<file path="src/rtl/imem_fetch_ctrl.sv">
// rtl/imem_fetch_ctrl.sv - instruction-fetch sequencer with prefetch queue
//
// Purpose:
//   Owns the fetch PC, drives a word-addressed combinational-read instruction
//   memory every cycle, buffers fetched {pc, word} pairs in a circular
//   prefetch queue and presents the queue head to decode over valid/ready.
//   A redirect flushes the queue and restarts fetch; halt stops new fetches
//   while buffered entries keep draining.
//
// Parameters:
//   DEPTH     prefetch queue entries (power of two, >= 2)
//   RESET_PC  fetch PC after reset (word aligned)
//
// Ports:
//   clk             rising-edge clock
//   reset           synchronous active-high reset
//   imem_a          instruction memory byte address (word aligned)
//   imem_rd         instruction memory read data for imem_a
//   redirect        one-cycle pulse: flush queue, restart at redirect_pc
//   redirect_pc     new fetch address (bits [1:0] ignored)
//   halt            level: no new fetches while high
//   instr           instruction word at the queue head
//   instr_pc        byte address of instr
//   instr_valid     queue head is valid
//   instr_ready     decode accepts the head this cycle
//   q_count         current queue occupancy
//   perf_stall_cnt  (FETCH_PERF_EN only) saturating count of RUN cycles in
//                   which a fetch was blocked by a full queue with no pop
//
// Optional feature macro: FETCH_PERF_EN

module imem_fetch_ctrl #(
    parameter int unsigned DEPTH    = 4,
    parameter logic [31:0] RESET_PC = 32'h0000_0000
) (
    input  logic                     clk,
    input  logic                     reset,
    output logic [31:0]              imem_a,
    input  logic [31:0]              imem_rd,
    input  logic                     redirect,
    input  logic [31:0]              redirect_pc,
    input  logic                     halt,
    output logic [31:0]              instr,
    output logic [31:0]              instr_pc,
    output logic                     instr_valid,
    input  logic                     instr_ready,
    output logic [$clog2(DEPTH):0]   q_count
`ifdef FETCH_PERF_EN
    ,
    output logic [31:0]              perf_stall_cnt
`endif
);

    localparam int unsigned AW = $clog2(DEPTH);
    localparam int unsigned CW = AW + 1;
    localparam logic [CW-1:0] FULL_CNT = CW'(DEPTH);

    typedef enum logic [1:0] {
        S_BOOT   = 2'd0,
        S_RUN    = 2'd1,
        S_HALTED = 2'd2
    } state_t;

    state_t          r_state;
    logic [31:0]     r_fetch_pc;
    logic [31:0]     r_pc_mem   [DEPTH];
    logic [31:0]     r_word_mem [DEPTH];
    logic [AW-1:0]   r_rd_ptr;
    logic [AW-1:0]   r_wr_ptr;
    logic [CW-1:0]   r_count;
    logic [31:0]     r_hold_instr;
    logic [31:0]     r_hold_pc;

    logic            w_nonempty;
    logic            w_full;
    logic            w_pop;
    logic            w_fetch_ok;
    logic            w_push;
    logic            w_unused_rpc_lsbs;

    assign w_nonempty = (r_count != '0);
    assign w_full     = (r_count == FULL_CNT);

    // Redirect masks the head so a stale instruction is never accepted in
    // the flush cycle.
    assign instr_valid = w_nonempty & ~redirect;
    assign w_pop       = instr_valid & instr_ready;

    // Fetch is only legal in RUN; the cycle that sees halt already fetches nothing.
    assign w_fetch_ok = (r_state == S_RUN) & ~redirect & ~halt;
    // A full queue can still accept a word when the head leaves this cycle.
    assign w_push     = w_fetch_ok & (~w_full | w_pop);

    assign imem_a   = {r_fetch_pc[31:2], 2'b00};
    assign q_count  = r_count;

    // When the queue is empty the outputs show the last head that was
    // presented, so slots vacated by pops never leak onto the outputs.
    assign instr    = w_nonempty ? r_word_mem[r_rd_ptr] : r_hold_instr;
    assign instr_pc = w_nonempty ? r_pc_mem[r_rd_ptr]   : r_hold_pc;

    assign w_unused_rpc_lsbs = ^redirect_pc[1:0];

    always_ff @(posedge clk) begin
        if (w_push) begin
            r_pc_mem[r_wr_ptr]   <= r_fetch_pc;
            r_word_mem[r_wr_ptr] <= imem_rd;
        end
    end

    always_ff @(posedge clk) begin
        if (reset) begin
            r_state      <= S_BOOT;
            r_fetch_pc   <= RESET_PC;
            r_rd_ptr     <= '0;
            r_wr_ptr     <= '0;
            r_count      <= '0;
            r_hold_instr <= '0;
            r_hold_pc    <= '0;
        end else begin
            if (w_nonempty) begin
                r_hold_instr <= r_word_mem[r_rd_ptr];
                r_hold_pc    <= r_pc_mem[r_rd_ptr];
            end

            // Redirect freezes the state except out of BOOT.
            unique case (r_state)
                S_BOOT:   r_state <= halt ? S_HALTED : S_RUN;
                S_RUN:    if (halt && !redirect) r_state <= S_HALTED;
                S_HALTED: if (!halt && !redirect) r_state <= S_RUN;
                default:  r_state <= S_BOOT;
            endcase

            if (redirect) begin
                r_rd_ptr   <= '0;
                r_wr_ptr   <= '0;
                r_count    <= '0;
                r_fetch_pc <= {redirect_pc[31:2], 2'b00};
            end else begin
                if (w_push) begin
                    r_wr_ptr   <= r_wr_ptr + AW'(1);
                    r_fetch_pc <= r_fetch_pc + 32'd4;
                end
                if (w_pop) begin
                    r_rd_ptr <= r_rd_ptr + AW'(1);
                end
                unique case ({w_push, w_pop})
                    2'b10:   r_count <= r_count + CW'(1);
                    2'b01:   r_count <= r_count - CW'(1);
                    default: r_count <= r_count;
                endcase
            end
        end
    end

`ifdef FETCH_PERF_EN
    logic w_stall;

    assign w_stall = w_fetch_ok & w_full & ~w_pop;

    always_ff @(posedge clk) begin
        if (reset) begin
            perf_stall_cnt <= '0;
        end else if (w_stall && (perf_stall_cnt != 32'hFFFF_FFFF)) begin
            perf_stall_cnt <= perf_stall_cnt + 32'd1;
        end
    end
`endif

endmodule

</file>
<file path="config.mk">
export PLATFORM = sky130hd
export DESIGN_NAME = imem_fetch_ctrl
export DESIGN_NICKNAME = d
export VERILOG_FILES = /design/src/rtl/imem_fetch_ctrl.sv
export SDC_FILE = /design/constraint.sdc
export NUM_CORES = 1
export LEC_CHECK = 0
export CAP_MARGIN = 25
export CORE_MARGIN = 2
export CORE_UTILIZATION = 50
export CTS_BUF_LIST = sky130_fd_sc_hd__clkbuf_8
export DETAILED_ROUTE_END_ITERATION = 12
export GPL_ROUTABILITY_DRIVEN = 1
export PLACE_DENSITY = 0.73
export REMOVE_ABC_BUFFERS = 1
export SYNTH_ARGS = -nofsm -noshare
export SYNTH_HDL_FRONTEND = slang
export SYNTH_SLANG_ARGS = --single-unit
export TNS_END_PERCENT = 20
</file>
<file path="constraint.sdc">
create_clock -name clk -period 5.55 [get_ports clk]
set_clock_uncertainty 0.05 [all_clocks]
set_input_delay 1.11 -clock clk [delete_from_list [all_inputs] [get_ports clk]]
set_output_delay 1.11 -clock clk [all_outputs]
set_load 0.02 [all_outputs]
</file>
# Word-level counts from Yosys, hierarchy flattened

Memories as Yosys holds them, arrays and structs flattened. A register that Yosys moved wholly into a read port is not among the register bits.
Index checks and enable logic that the tools add are counted.

Add/subtract/negate cells: 5
Equality and inequality tests: 7
Muxes and demuxes: 15
Bitwise gates (word level): 9
Reduce and logical (&&, ||, !) cells: 10

Operators by type and width:

| cell                                                   | number |
|---|---|
| two-way mux 32 bit                                     | 4 |
| adder 32 x 3 -> 32 bit (second input constant)         | 1 |
| two-way mux 2 bit                                      | 7 |
| one-hot mux 2 bit (3 select lines)                     | 1 |
| one-hot mux 3 bit (2 select lines)                     | 1 |
| AND 1 bit                                              | 5 |
| adder 2 x 1 -> 2 bit (second input constant)           | 2 |
| == test 2 x 1 -> 1 bit (second input constant)         | 2 |
| == test 2 bit (second input constant)                  | 2 |
| nonzero test 2 bit                                     | 2 |
| adder 3 x 1 -> 3 bit (second input constant)           | 1 |
| == test 3 bit (second input constant)                  | 1 |
| NOT 1 bit                                              | 3 |
| nonzero test 3 bit                                     | 1 |
| subtractor 3 x 1 -> 3 bit (second input constant)      | 1 |
| logical AND 1 bit                                      | 2 |
| zero test 1 bit                                        | 2 |
| zero test 2 bit                                        | 1 |
| two-way mux 1 bit                                      | 2 |
| inequality test 2 x 1 -> 1 bit (second input constant) | 1 |
| inequality test 2 bit (second input constant)          | 1 |
| AND reduction 2 bit                                    | 1 |
| OR reduction 2 bit                                     | 1 |
| bitwise OR 1 bit                                       | 1 |

Bits in registers: 105
RAM bits: 256
Bits of input ports: 69
Output and inout port bits: 100
Logic and storage cells: 56
Memories: 2

Memories:

| name       | depth | bits a word | rd ports | clocked after memory_dff | write ports | RTL line | RTL |
|---|---|---|---|---|---|---|---|
| r_pc_mem   | 4     | 32          | 1        | 1                        | 1           | 66       | `logic [31:0] r_pc_mem [DEPTH];` |
| r_word_mem | 4     | 32          | 1        | 1                        | 1           | 67       | `logic [31:0] r_word_mem [DEPTH];` |

# Depth between registers and ports, before layout

Gate-level depths: netlist of run 1.

Depth after elaboration: 7
Mapped depth: 9
Gate-level depth less buffers: 7

# Worst setup path before layout of run 1

OpenSTA, ideal clock, no wires.

Path type: input -> register
Start: in redirect
End: mem r_pc_mem[0][10], enable pin
Library setup time: 427 ps
Data arrival time: 3801 ps
Required time: 5073 ps
Slack: 1272 ps
Cell stages on the path: 7
Buffers on the path: 4
Path through: buf_6 > or4b_1 > buf_2 > nor2_1 > buf_2 > buf_2 > and2_1

Word-level cells in the longest chain between the ends: 7
Elaborated cells between the ends (all ways): 9
Classes of those cells: mux: 2; bitwise: 7

RTL lines:

| element                                   | RTL line | RTL |
|---|---|---|
| start, declared                           | 40       | `input logic redirect,` |
| NOT 1 bit *                               | 86, 90   |  |
| AND 1 bit                                 | 86       | `assign instr_valid = w_nonempty & ~redirect;` |
| AND 1 bit                                 | 87       | `assign w_pop = instr_valid & instr_ready;` |
| bitwise OR 1 bit                          | 92       | `assign w_push = w_fetch_ok & (~w_full \| w_pop);` |
| AND 1 bit *                               | 92       |  |
| two-way mux 1 bit *                       | 105      | `if (w_push) begin` |
| two-way mux 1 bit (implied by the code) * | 106      | `r_pc_mem[r_wr_ptr] <= r_fetch_pc;` |
| end, declared                             | 66       |  |

Mark *: on every way between the ends. The rest lies on a longest branch, timed or not.

==> impl_metrics.tcl, run 1 <==
set metrics [dict create \
    gp_congestion 0.839 \
    synth-edff-count 248 \
    power_density_nw_per_um2 319 \
    synth-async-reset-ratio_pct 0 \
    slowest_delay_ns 0.84 \
    critPathBufInv 2 \
    drt_iter0_markers 560 \
    final_nets 1091 \
    hold_violations 0 \
    post_cts_buffers 0 \
    grt_pass1_wl_mm 45.5 \
    io_buffer_count 164 \
    htree_num_levels 2 \
    crit_arrival_ns 3.21 \
    fp-row-count 60 \
    start_util_pct 50.8 \
    ys.flop_type "edfxtp_1" \
    netlist_area_um2 13700 \
    relSlewSlack_pct 31.3 \
    core_um2 27000 \
    route.detailed.drc 0 \
    cp_data_required_time_ns 4.39 \
    avgSynthCellArea_um2 16.5 \
    hold_class "flip-flop to flip-flop" \
    die_y_um 170 \
    setup_ws_ns 1.18 \
    grt_max_degree 63 \
    die-area_um2 28700 \
    place_inst 1297 \
    fillers 2009 \
    cts_hold_buf 0 \
    dp_hpwl_mm 16.7 \
    final_antenna_net_count 0 \
    rsz0062_at_grt "false" \
    grt_overflow 0 \
    endpoint_kind "output port" \
    cp-start-kind "flip-flop" \
    peakVddDrop_mv 0.177 \
    n_antenna_cell 0 \
    period_needed_ns 4.37 \
    fmax_mhz 229 \
    seq_area_frac_synth_pct 69.7 \
    synth_xor_area_share_pct 0.639 \
    synth_cells 829 \
    syn_to_final_growth_pct 22.8 \
    seq_area_um2 9560 \
    holdWs_ns 0.459 \
    clock_latency_ns 0.57 \
    dpl-instance-area_um2 15700 \
    outcome "finished clean" \
    tightest_slew_ns 1.03 \
    cts_resized 0 \
    clock_path_buffers 3 \
    synth_top_cell_by_area "edfxtp_1" \
    synth_top_cells_by_area "edfxtp_1 54%, dfxtp_1 15%, mux4_2 10%" \
    drt_wl_total_mm 28.9 \
    synth.distinct_cells 51 \
    tritoncts "yes" \
    viasPerCell 5.62 \
    regToRegSetupSlack_ns 2.64 \
    cp_max_fo 37 \
    finalMaxSlewViolations 0 \
    cp_cell_sequence "buf_4 > mux4_2 > mux2_2 > clkdlybuf4s50_1" \
    fin_setup_tns_ns 0 \
    cts_made_buffers 56 \
    ys_ff_latch 353 \
    antenna_found_initial 0 \
    wl_per_cell_um 20.6 \
    synth_top_family_by_area "multiplexers" \
    yosys.area_share.simple_pct 8.12 \
    grt_pass1_vias 8116 \
    pre_cts_ws_ns 1.48 \
    synth_top_area_share_pct 54.4 \
    p_leak_nw 5.66 \
    dr.pass1.iters 5 \
    clkSlewWorstSetupHoldPaths_ns 0.06 \
    synth-warning-count 0 \
    final_layout_size_suffix_gt1_share_pct 21.3 \
    synth_compound_area_share_pct 3.42 \
    grt_use_total_pct 20.6 \
    drv_cap 0 \
    io_pins 169 \
    die_x_um 170 \
    clock-root-buffer "clkbuf_8" \
    instances_no_fill 1403 \
    setup_viol 0 \
    clock_sinks 353 \
    multiInputGateArea_um2 3920 \
    path_delay_family "buffers and inverters" \
    final_cell_area_um2 16800 \
    vias 7882 \
    period_share_pct 78.7 \
    critPathSlowestCell "dfxtp_4" \
    synth-adder-area-share_pct 0.603 \
    synthMuxAreaShare_pct 15.7 \
    path_class "flip-flop to output port" \
]
registers in the layout, summed over array words and instances, names as in the netlist, named ones only:
register	count
r_word_mem	128
r_pc_mem	120
r_hold_instr	32
r_hold_pc	32
r_fetch_pc	30
q_count	3
r_rd_ptr	2
r_state	2
r_wr_ptr	2
synth_stat cells (2+ instances only):
cell	n
and4_1	4
buf_4	2
o21ai_0	10
mux4_2	62
dfxtp_1	105
a31oi_1	10
o311ai_0	3
mux2_2	66
a2bb2oi_1	5
xnor2_1	5
nor2_1	27
and2_1	13
nor4_1	5
o22ai_1	5
or4_1	4
a311oi_1	2
a32oi_1	5
nor2b_1	64
a21oi_1	26
or3_1	3
ha_1	5
edfxtp_1	248
nand4_1	12
buf_6	2
inv_1	8
buf_1	2
buf_2	9
a211oi_1	3
o211ai_1	2
and3_1	5
nand2_1	27
clkbuf_1	33
xor2_1	5
nor3_1	7
nand3_1	19
path summary, 6_finish.rpt:
path,to,cells past startpoint,from
max,instr[1],4,flip-flop
max reg2reg,q_count[2],8,q_count[1]
min reg2reg,r_wr_ptr[1],2,r_wr_ptr[1]
min,r_wr_ptr[1],2,r_wr_ptr[1]
layout make-up:
type                            count  share of cell area [%]
Sequential cell                   353                    56.8
Multi-Input combinational cell    420                    23.3
Timing Repair Buffer              176                    10.4
Clock buffer                       68                    5.56
Tap cell                          341                    2.54
Clock inverter                     36                    1.16
Inverter                            9                   0.201
routing by layer:
| layer | vias to the layer above | wire length [um] | global-route usage (%) |
|---|---|---|---|
| met5 | - | 0 | 0 |
| met4 | 0 | 485 | 5.46 |
| met3 | 39 | 1880 | 4.36 |
| met2 | 277 | 13500 | 32.7 |
| met1 | 3966 | 13100 | 29.4 |
| li1 | 3600 | - | - |
placed cells by master (no fill, tap or decap), types with 19 or more instances in the layout:
cell type	n
nand2_1	27
nand3_1	19
nor2_1	27
mux2_2	66
dfxtp_1	103
inv_1	35
clkdlybuf4s50_1	163
a21oi_1	26
edfxtp_1	248
nor2b_1	64
mux4_2	62
clkbuf_8	68
kinds of logic after synthesis:
| family | Yosys count |
|---|---|
| AOI/OAI and AO/OA | 74 |
| xor gates and xnor gates | 10 |
| adders and majority gates | 6 |
| buffers and inverters | 57 |
| DFF | 353 |
| muxes | 129 |
| other | 1 |
| and+or+nand+nor | 199 |
tightest hold or removal path, delay by kind of cell, from the launching register on:
kind            cells  cell delay (ns)
compound gates      1             0.05
simple gates        1             0.07
flops               1             0.34
metrics by stage:
step / utilization [%] / power (mW)
3_3_place_gp: 58.1 / 3.27
6_report: 62.4 / 5.38
4_1_cts: 62.3 / 5.43
2_1_floorplan: - / 3.09
3_5_place_dp: 58.1 / 3.27
5_1_grt: 62.4 / 5.58
power breakdown:
part | internal [mW] | total, mW | switching (mW)
registers | 2.86 | 2.90 | 0.0435
clock network | 1.20 | 2.16 | 0.958
logic | 0.163 | 0.321 | 0.158
(Power assumes the default switching activity.)
==> run 2: changes to the inputs <==
--- a/config.mk
+++ b/config.mk
@@ -11,7 +11,7 @@
 export CTS_BUF_LIST = sky130_fd_sc_hd__clkbuf_8
 export DETAILED_ROUTE_END_ITERATION = 12
 export GPL_ROUTABILITY_DRIVEN = 1
-export PLACE_DENSITY = 0.73
+export PLACE_DENSITY = 0.76
 export REMOVE_ABC_BUFFERS = 1
 export SYNTH_ARGS = -nofsm -noshare
 export SYNTH_HDL_FRONTEND = slang
==> constraint.sdc (replaced) <==
create_clock -name clk -period 3.5 [get_ports clk]
set_clock_uncertainty 0.05 [all_clocks]
set_input_delay 0.7 -clock clk [delete_from_list [all_inputs] [get_ports clk]]
set_output_delay 0.7 -clock clk [all_outputs]
set_load 0.02 [all_outputs]
==> run 2 against run 1 <==
Count of clock-buffer cells in the layout fell by 6. Power rose by 54%. Routed wire length increased by 1.1%. Sequential share of layout area shrank 0.67 points. Register-to-register slack got worse by 1.8 ns. Sequential power grew 59%. Core utilization up 0.75 points. Via count grew 2.3%. First-iteration DRC count up 28%. Global-route usage fell by 0.32 points. Final cell count grew 1.3%. Critical path type unchanged.
==> impl_metrics.tcl, run 2 (synthesized netlist as in run 1, its figures left out) <==
set metrics [dict create \
    outcome "finished clean" \
    grt_overflow 0 \
    p_leak_nw 5.78 \
    tritoncts "yes" \
    final_antenna_net_count 0 \
    seq_area_um2 9560 \
    dpl-instance-area_um2 15900 \
    fin_setup_tns_ns 0 \
    clock_latency_ns 0.58 \
    wl_met2_mm 13.9 \
    clkSlewWorstSetupHoldPaths_ns 0.06 \
    dp_hpwl_mm 18.1 \
    largest-register "r_word_mem" \
    place_inst 1315 \
    finalMaxSlewViolations 0 \
    hold_violations 0 \
    cp_data_required_time_ns 2.75 \
    holdWs_ns 0.441 \
    setup_ws_ns 0.102 \
    die_x_um 170 \
    cp_cell_sequence "buf_12 > mux4_2 > mux2_2 > clkdlybuf4s50_1" \
    dr.pass1.iters 5 \
    setup_viol 0 \
    drt_iter0_markers 718 \
    mostFrequentLayoutCell "edfxtp_1" \
    critPathBufInv 2 \
    clock_path_buffers 3 \
    reg_top3 "r_word_mem x128, r_pc_mem x120" \
    io_pins 169 \
    cts_made_buffers 54 \
    critPathSlowestCell "clkdlybuf4s50_1" \
    final_layout_size_suffix_gt1_share_pct 21.9 \
    core_um2 27000 \
    gp_congestion 0.824 \
    r2r_cells 9 \
    hold_class "flip-flop to flip-flop" \
    rsz0062_at_grt "false" \
    slowest_delay_ns 0.55 \
    io_buffer_count 164 \
    worstReg2RegStart "q_count[0]" \
    grt_max_degree 66 \
    cp-start-kind "flip-flop" \
    period_share_pct 97.1 \
    die-area_um2 28700 \
    path_class "flip-flop to output port" \
    wl_met3_mm 2.24 \
    syn_to_final_growth_pct 24.3 \
    period_needed_ns 3.40 \
    htree_num_levels 2 \
    fillers 1944 \
    instances_no_fill 1421 \
    relSlewSlack_pct 45.2 \
    die_y_um 170 \
    fmax_mhz 294 \
    start_util_pct 50.8 \
    n_antenna_cell 0 \
    worst_hold_path.num_cells 2 \
    pre_cts_ws_ns 0.298 \
    top_layer "met4" \
    final_nets 1109 \
    viasPerCell 5.67 \
    final_cell_area_um2 17000 \
    r2r-end "q_count[2]" \
    final_cell_mix "248 x edfxtp_1, 163 x clkdlybuf4s50_1, 103 x dfxtp_1" \
    grt_pass1_wl_mm 44.7 \
    vias 8063 \
    grt_use_total_pct 20.3 \
    endpoint_kind "output port" \
    peakVddDrop_mv 0.256 \
    met1_length_mm 12.4 \
    hold_path_end "r_wr_ptr[1]" \
    clock_sinks 353 \
    drt_wl_total_mm 29.2 \
    crit_arrival_ns 2.65 \
    largest_reg_flops 128 \
    wl_per_cell_um 20.6 \
    power_density_nw_per_um2 486 \
    worstHoldStart "r_wr_ptr[1]" \
    grt_pass1_vias 7989 \
    fp-row-count 60 \
    cp_max_fo 18 \
    antenna_found_initial 0 \
    regToRegSetupSlack_ns 0.86 \
    route.detailed.drc 0 \
    clock-root-buffer "clkbuf_8" \
    path_delay_family "multiplexers" \
    drv_cap 0 \
    tightest_slew_ns 0.823 \
    multiInputGateArea_um2 3930 \
]
run 2: worst reg2reg max path, cell delays in order (launching register included):
cell     delay [ns]
dfxtp_1        0.50
nor3_4         0.09
buf_4          0.18
buf_4          0.15
nor3b_1        0.31
nand2_1        0.14
fa_1           0.44
or3_1          0.40
and3b_1        0.20
nor3_2         0.13
run 2: through the flow:
| stage | power (mW) | util [%] |
|---|---|---|
| global placement | 5.19 | 59.1 |
| detailed placement | 5.20 | 59.1 |
| floorplan | 4.90 | - |
| global route | 8.58 | 63.2 |
| finish | 8.28 | 63.2 |
| CTS | 8.36 | 63.0 |
run 2: what timing repair did:
action / CTS / global route
setup buffers: 2 / 1
resized for setup: 0 / 5
setup endpoints to repair: 49 / 44
cloned: 0 / 1
pin swaps: 0 / 1
hold buffers: 0 / 0
run 2: layer usage:
| layer | up-vias | global-route usage, % |
|---|---|---|
| li1 | 3632 | - |
| met1 | 4019 | 28.3 |
| met2 | 349 | 32.7 |
| met3 | 63 | 3.94 |
| met4 | 0 | 6.50 |
| met5 | - | 0 |
run 2: how the worst max path moves through the flow:
stage,startpoint,to,slack [ns],depth (start not counted)
2_1_floorplan,q_count[0],q_count[2],-2.98,5
3_3_place_gp,halt,r_fetch_pc[5],0.35,7
3_5_place_dp,halt,r_fetch_pc[24],0.30,7
4_1_cts,q_count[2],instr_pc[17],0.04,4
5_1_grt,flip-flop,instr_pc[29],0.002,4
6_report,flip-flop,instr_pc[29],0.10,4
run 2: layout make-up:
type | count | share of cell area, %
clock inverter | 40 | 1.06
inverter | 9 | 0.198
multi-input combinational | 420 | 23.1
tap | 341 | 2.51
sequential | 353 | 56.1
timing repair buffer | 196 | 12.0
clock buffer | 62 | 5.01
run 2: where the power goes:
part / switching [mW] / internal (mW)
registers: 0.0698 / 4.53
logic: 0.252 / 0.268
clock network: 1.48 / 1.68
total: 1.80 / 6.48
